$ cat src/rtl/cam_match_encoder.sv
// Serialises a 32-entry CAM match vector into a stream of hit indices, lowest entry first.
// Optional CAM_MATCH_COUNT_EN adds match_count_o, the popcount of the last captured vector.
module cam_match_encoder (
  input  logic        clk_i,
  input  logic        rst_i,
  input  logic        match_valid_i,
  input  logic [31:0] match_vec_i,
  output logic        match_ready_o,
  input  logic        flush_i,
  output logic        index_valid_o,
  output logic [4:0]  index_o,
  output logic        index_last_o,
  input  logic        index_ready_i,
`ifdef CAM_MATCH_COUNT_EN
  output logic [5:0]  match_count_o,
`endif
  output logic        miss_o
);

  localparam int unsigned Entries = 32;
  localparam int unsigned IdxW    = 5;
  localparam int unsigned CntW    = 6;

  typedef enum logic {IDLE = 1'b0, EMIT = 1'b1} state_e;

  state_e               state_q, state_d;
  logic [Entries-1:0]   pending_q, pending_d;
  logic [IdxW-1:0]      index_q, index_d;
  logic                 valid_q, valid_d;
  logic                 last_q, last_d;
  logic                 ready_q, ready_d;
  logic                 miss_q, miss_d;
  logic [IdxW-1:0]      low_idx;
  logic                 one_hot;
  logic                 capture;

  assign capture = (state_q == IDLE) && match_valid_i;

  // Next pending set and state; flush beats the index handshake in EMIT.
  always_comb begin
    state_d   = state_q;
    pending_d = pending_q;
    miss_d    = 1'b0;
    case (state_q)
      IDLE: begin
        if (match_valid_i) begin
          pending_d = match_vec_i;
          if (match_vec_i != '0) state_d = EMIT;
          else                   miss_d  = 1'b1;
        end
      end
      EMIT: begin
        if (flush_i) begin
          pending_d = '0;
          state_d   = IDLE;
        end else if (index_ready_i) begin
          pending_d = pending_q & ~(Entries'(1) << index_q);
          if (pending_d == '0) state_d = IDLE;
        end
      end
      default: state_d = IDLE;
    endcase
  end

  // Lowest set bit and single-hit detection of the next pending set.
  always_comb begin
    low_idx = '0;
    for (int i = Entries - 1; i >= 0; i--) begin
      if (pending_d[i]) low_idx = IdxW'(i);
    end
    one_hot = (pending_d != '0) && ((pending_d & (pending_d - Entries'(1))) == '0);
  end

  // Output values registered alongside the state so ports are flop-driven.
  always_comb begin
    valid_d = (state_d == EMIT);
    ready_d = (state_d == IDLE);
    index_d = valid_d ? low_idx : '0;
    last_d  = valid_d && one_hot;
  end

  always_ff @(posedge clk_i) begin
    if (rst_i) begin
      state_q   <= IDLE;
      pending_q <= '0;
      index_q   <= '0;
      valid_q   <= 1'b0;
      last_q    <= 1'b0;
      ready_q   <= 1'b1;
      miss_q    <= 1'b0;
    end else begin
      state_q   <= state_d;
      pending_q <= pending_d;
      index_q   <= index_d;
      valid_q   <= valid_d;
      last_q    <= last_d;
      ready_q   <= ready_d;
      miss_q    <= miss_d;
    end
  end

  assign match_ready_o = ready_q;
  assign index_valid_o = valid_q;
  assign index_o       = index_q;
  assign index_last_o  = last_q;
  assign miss_o        = miss_q;

`ifdef CAM_MATCH_COUNT_EN
  logic [CntW-1:0] count_q;
  logic [CntW-1:0] count_d;

  always_comb begin
    count_d = '0;
    for (int i = 0; i < Entries; i++) begin
      count_d = count_d + CntW'(match_vec_i[i]);
    end
  end

  always_ff @(posedge clk_i) begin
    if (rst_i)        count_q <= '0;
    else if (capture) count_q <= count_d;
  end

  assign match_count_o = count_q;
`else
  logic unused_capture;
  assign unused_capture = capture;
`endif

endmodule

$ cat config.mk
export PLATFORM = sky130hd
export DESIGN_NAME = cam_match_encoder
export DESIGN_NICKNAME = d
export VERILOG_FILES = /design/src/rtl/cam_match_encoder.sv
export SDC_FILE = /design/constraint.sdc
export NUM_CORES = 1
export LEC_CHECK = 0
export BUFFER_PORTS_ARGS = -buffer_cell sky130_fd_sc_hd__buf_4
export CAP_MARGIN = 20
export CORE_MARGIN = 5
export CORE_UTILIZATION = 25
export CTS_CLUSTER_SIZE = 28
export DETAILED_ROUTE_END_ITERATION = 16
export HOLD_SLACK_MARGIN = 0.12
export PLACE_DENSITY = 0.45
export RECOVER_POWER = 50
export SLEW_MARGIN = 20
export SYNTH_ARGS = -nofsm -noshare
export SYNTH_HDL_FRONTEND = slang
export SYNTH_SLANG_ARGS = --single-unit
$ cat constraint.sdc
create_clock -name clk_i -period 5.1 [get_ports clk_i]
set_input_delay 1.53 -clock clk_i [delete_from_list [all_inputs] [get_ports clk_i]]
set_output_delay 1.53 -clock clk_i [all_outputs]
set_load 0.05 [all_outputs]
Yosys cells after proc, flatten, opt, wreduce, memory -nomap -nowiden

Cells that the tools add are included.

Register bits after elaboration: 41
Output and inout bits: 9
Logic and storage cells: 72

Shift-type cells: 1
$add $sub $neg: 1
Bitwise operators: 6
Reduce and logical (&&, ||, !) cells: 12
Multiplexer cells: 42

Operators with widths:

| kind                                               | number |
|---|---|
| two-way mux 32 bit                                 | 3 |
| two-way mux 5 bit                                  | 16 |
| AND 32 bit                                         | 2 |
| logical NOT 32 bit                                 | 2 |
| one-hot mux 32 bit (2 select lines)                | 1 |
| nonzero test 32 bit                                | 2 |
| two-way mux 4 bit                                  | 8 |
| NOT 32 bit                                         | 1 |
| left shift 1 x 5 -> 32 bit, first input constant   | 1 |
| subtractor 32 x 1 -> 32 bit, second input constant | 1 |
| OR reduction 18 bit                                | 1 |
| two-way mux 3 bit                                  | 4 |
| OR reduction 10 bit                                | 1 |
| two-way mux 1 bit                                  | 7 |
| OR reduction 3 bit                                 | 2 |
| OR reduction 6 bit                                 | 1 |
| two-way mux 2 bit                                  | 2 |
| OR reduction 4 bit                                 | 1 |
| NOT 1 bit                                          | 3 |
| logical AND 1 bit                                  | 2 |
| one-hot mux 1 bit (2 select lines)                 | 1 |

Longest topological paths before layout

Depth in word-level cells: 37
Mapped depth: 12

Least setup slack after synthesis

Ideal clock, no wire load.

Path type: in2reg
From: input port match_valid_i
To: register last_q (netlist: index_last_o)
Arrival time: 3,829 ps
Setup time: 88 ps
Setup slack: 1,183 ps
Cell stages on the path: 11
Path through: buf_2 buf_2 mux2i_1 nor2_1 a31oi_1 nand4_1 nor4_4 a21o_1 a32oi_1 a211o_1 nor4_2

Word-level cells in the longest chain between the ends: 7
Elaborated cells on any way between the ends: 10
Classes of those cells: add/sub: 1; mux: 4; bitwise: 1; reduce/logical: 4

RTL lines:

| item                                | RTL line | RTL |
|---|---|---|
| start: declaration                  | 6        | `input logic match_valid_i,` |
| two-way mux 32 bit                  | 46       | `if (match_valid_i) begin` |
| one-hot mux 32 bit (2 select lines) | 44       | `case (state_q)` |
| subtractor 32 x 1 -> 32 bit         | 71       | `one_hot = (pending_d != '0) && ((pending_d & (pending_d - Entries'(1))) == '0);` |
| AND 32 bit                          | 71       |  |
| logical NOT 32 bit                  | 71       |  |
| logical AND 1 bit                   | 71       |  |
| logical AND 1 bit *                 | 79       | `last_d = valid_d && one_hot;` |
| end signal: assignment              | 96       | `last_q <= last_d;` |
| end: declaration                    | 30       | `logic last_q, last_d;` |

Mark *: on every way between the ends. The rest lies on a longest branch, timed or not.
A chain may end at the register's enable or synchronous reset.

Worst setup path after layout

From: input port index_ready_i
To: register last_q (netlist: index_last_o)

Word-level cells in the longest chain between the ends: 8
Elaborated cells on any way between the ends: 12
Classes of those cells: add/sub: 1; mux: 6; bitwise: 1; reduce/logical: 4

RTL lines:

| item                                | RTL line | RTL |
|---|---|---|
| start: declaration                  | 13       | `input logic index_ready_i,` |
| two-way mux 32 bit                  | 56       | `end else if (index_ready_i) begin` |
| two-way mux 32 bit                  | 53       | `if (flush_i) begin` |
| one-hot mux 32 bit (2 select lines) | 44       |  |
| subtractor 32 x 1 -> 32 bit         | 71       |  |
| AND 32 bit                          | 71       |  |
| logical NOT 32 bit                  | 71       |  |
| logical AND 1 bit                   | 71       |  |
| logical AND 1 bit *                 | 79       |  |

Marked as above.

==> key figures <==
Status
  – Outcome: finished, final reports clean

Yosys
  – FFs w/ async S/R, synth: 0%
  – Post-synth EDFFs: 0
  – Cell count after synthesis: approximately 450
  – Sequential share of the synthesized area: between 20% and 30%
  – Synth Register Bits: 41
  – Net Count, Synth: a little under 500
  – Cell Area, Synth: ~0.0035 mm2
  – Syn avg cell area: just under 8 um2
  – Synth Flop Type: dfxtp_1
  – Yosys cell types: between 60 and 70
  – Yosys warning count: 0

Timing
  – RSZ-0062 raised after global routing: false
  – Max Freq: about 230 MHz
  – Worst-margin pin slew: 777 ps
  – Setup TNS Final: 0 ps
  – Layout Skew: approximately 5 ps
  – Final setup violation count: 0
  – Slew Viols, Final: 0
  – Post-layout min period: approximately 4300 ps
  – Final worst path period share: 84.5%
  – Endpoints failing hold: 0
  – Fin worst setup slack: ~800 ps
  – Worst slew margin: a little under 50%

Floorplan
  – Die width: between 100 and 150 um
  – Die height: 128 um
  – Core area: ~0.014 mm2
  – Initial Util: 25.2%
  – Number of I/O pins: 46
  – Num rows: 43
  – Die area: around 0.016 mm2

CTS
  – Num CTS Buffers: 5
  – PostCTS Resize Cnt: 0
  – Hold-fix buffer count after cts: 0
  – Post-CTS Setup Inserts: 0
  – Root Buffer: clkbuf_16
  – Clk Latency, worst-skew pair: ~290 ps
  – CTS tree: yes
  – CTS Buffer Depth: 2
  – CTS Sinks: between 40 and 50
  – Clk slew on worst S/H paths: about 60 ps
  – H-tree depth: 2

Min path
  – Hold path startpoint: pending_q[28]$_SDFF_PP0_
  – Hold Crit Class: reg2reg
  – Hold Path Depth: 2
  – Hold EP: pending_q[28]$_SDFF_PP0_

Drt
  – Residual DRC count: 0
  – DR pass1 iterations: 5
  – Avg WL per Cell: about 22 um
  – Post-DRT Antenna Nets: 0
  – Initial DRC Count: between 300 and 400
  – Via density: about 6
  – Final WL: roughly 14000 um
  – Via count: about 3900

Power and ir drop
  – VDD IR-drop max: 0.107 mV
  – Pleak: ~1.5 nW
  – Pwr dens: roughly 260 mW/mm2

Place
  – Place WS: between 700 and 800 ps
  – # port buffers: 45
  – Final HPWL DP: ~11000 um
  – RePlAce Congestion: about 0.90

Global routing
  – Grt total ovfl: 0
  – Pin count of the biggest net entering global routing: 37
  – First-pass GRT wire length: 22200 um
  – Vias in the first global route: around 3700
  – Initial antenna violation count: 0
  – Total global-route track usage: between 15 and 20%

Setup path
  – CP max FO: 12
  – Critical path type: in2reg
  – Worst Setup Start Kind: input pin
  – Max incr delay on CP: between 500 and 600 ps
  – Worst reg-to-reg path cell count: 9
  – RR Startpoint: index_o[2]$_SDFF_PP0_
  – Required time of the critical path: 5300 ps
  – CP most frequent cell: nor4_2
  – Crit path capture type: register
  – FF-to-FF setup slack: 1360 ps
  – Reg-to-reg endpoint: index_last_o$_SDFF_PP0_
  – Arrival time worst endpoint: about 4500 ps
  – Cell chain of the critical path: clkbuf_1, nand2b_1, o311a_1, nor4_2, nand2_1, nor4_4, a21o_1, a32oi_1, a211o_1, nor4_2
  – Crit-path slowest cell: o311a_1

Cells and area
  – Syn-to-layout area delta: 15.7%
  – Fraction of layout cells with a size suffix above 1: around 16%
  – FILL cells: between 1000 and 1500
  – Net count, final: approximately 510
  – # diodes: 0

Run
  – Maxcap violations: 0
## through the flow
step                total power [W]  instances  utilization, %  area, um2  hold WS, ps
floorplan                  0.000616        449               -       3460          547
global placement           0.000739        650            28.4       3890          679
detailed placement         0.000734        650            28.4       3890          663
CTS                         0.00106        657            29.4       4040          676
global route                0.00111        657            29.2       4000          755
finish                      0.00106        657            29.2       4000          692
## worst max-delay path by stage
| stage | slack (ps) | endpoint | startpoint |
|---|---|---|---|
| 2_1_floorplan | 1180 | index_last_o$_SDFF_PP0_ | match_valid_i |
| 3_3_place_gp | 850 | index_last_o$_SDFF_PP0_ | match_valid_i |
| 3_5_place_dp | 750 | index_last_o$_SDFF_PP0_ | match_valid_i |
| 4_1_cts | 1040 | index_last_o$_SDFF_PP0_ | match_valid_i |
| 5_1_grt | 530 | index_last_o$_SDFF_PP0_ | index_ready_i |
| 6_report | 790 | index_last_o$_SDFF_PP0_ | index_ready_i |
## flip-flops by register name, indices dropped and copies added (netlist names)
register,count
index_last_o,1
index_o,5
index_valid_o,1
match_ready_o,1
miss_o,1
pending_q,32
## routing by layer
metal | GRT usage, % | wire length [um] | vias up
met2 | 27.8 | 6580 | 193
met4 | 9.05 | 669 | 0
met3 | 2.76 | 944 | 41
met1 | 23.1 | 6180 | 1850
li1 | - | - | 1781
met5 | 0 | 0 | -
## layout make-up
type	instances	area [um2]	area share (%)
multi-input cells	369	2420	60.4
flip-flops and latches	41	821	20.5
repair buffers	52	364	9.10
well taps	180	225	5.63
clock buffers	7	143	3.56
inverters	8	30.0	0.750
## cell usage after synthesis, types with 3 or more instances
| cell type | n | area, um2 |
|---|---|---|
| nor2_1 | 94 | 353 |
| dfxtp_1 | 41 | 821 |
| nand2_1 | 32 | 120 |
| mux2i_1 | 31 | 310 |
| o311a_1 | 19 | 190 |
| nor4_1 | 16 | 100 |
| o21ai_0 | 16 | 80.1 |
| a21oi_1 | 15 | 75.1 |
| clkbuf_1 | 13 | 48.8 |
| a31oi_1 | 11 | 68.8 |
| buf_2 | 9 | 45.0 |
| nand4_1 | 9 | 56.3 |
| inv_1 | 8 | 30.0 |
| o21a_1 | 8 | 60.1 |
| nor3_1 | 7 | 35.0 |
| o311ai_0 | 7 | 61.3 |
| o32ai_1 | 7 | 61.3 |
| buf_6 | 6 | 67.6 |
| nand2b_1 | 6 | 37.5 |
| nor4_2 | 5 | 62.6 |
| a21boi_0 | 4 | 30.0 |
| and4_1 | 4 | 35.0 |
| mux2_2 | 4 | 45.0 |
| nand3_1 | 4 | 20.0 |
| nor2b_1 | 4 | 25.0 |
| nor3b_1 | 4 | 30.0 |
| o41ai_1 | 4 | 35.0 |
| a211oi_1 | 3 | 22.5 |
| a21o_1 | 3 | 22.5 |
| nor4_4 | 3 | 63.8 |
| o2111ai_1 | 3 | 26.3 |
| o211ai_1 | 3 | 22.5 |
| o22ai_1 | 3 | 18.8 |
## worst max-delay path, delay by kind of cell
| family | cells | cell delay, ps |
|---|---|---|
| and+or+nand+nor | 5 | 1770 |
| AOI/OAI and AO/OA | 4 | 1010 |
| buffers and inverters | 1 | 180 |
## layout by cell type, fill, tap and decap left out, types with 5 or more instances in the layout
cell,count
a21oi_1,15
a31oi_1,11
buf_4,45
clkbuf_1,8
clkbuf_16,5
dfxtp_1,41
inv_1,8
mux2i_1,31
nand2_1,33
nand2b_1,7
nand4_1,9
nor2_1,94
nor3_1,7
nor4_1,16
nor4_2,5
o21a_1,8
o21ai_0,16
o311a_1,19
o311ai_0,7
o32ai_1,7
## power by group
group	leakage (nW)	internal [W]	switching [W]
clock	0.0700	0.000193	0.000132
sequential	0.336	0.000340	0.0000309
combinational	1.12	0.000128	0.000231
total	1.53	0.000661	0.000395
## cells by family (layout without fill, tap and decap cells)
kind of cell / count (synthesis) / after routing / share of synthesized area [%]
AOI/OAI and AO/OA: 126 / 126 / 28.0
buffers and inverters: 39 / 67 / 6.11
DFF: 41 / 41 / 23.7
muxes: 35 / 35 / 10.3
and+or+nand+nor: 208 / 208 / 31.9
Note: power is estimated with default switching activity, not from simulation.
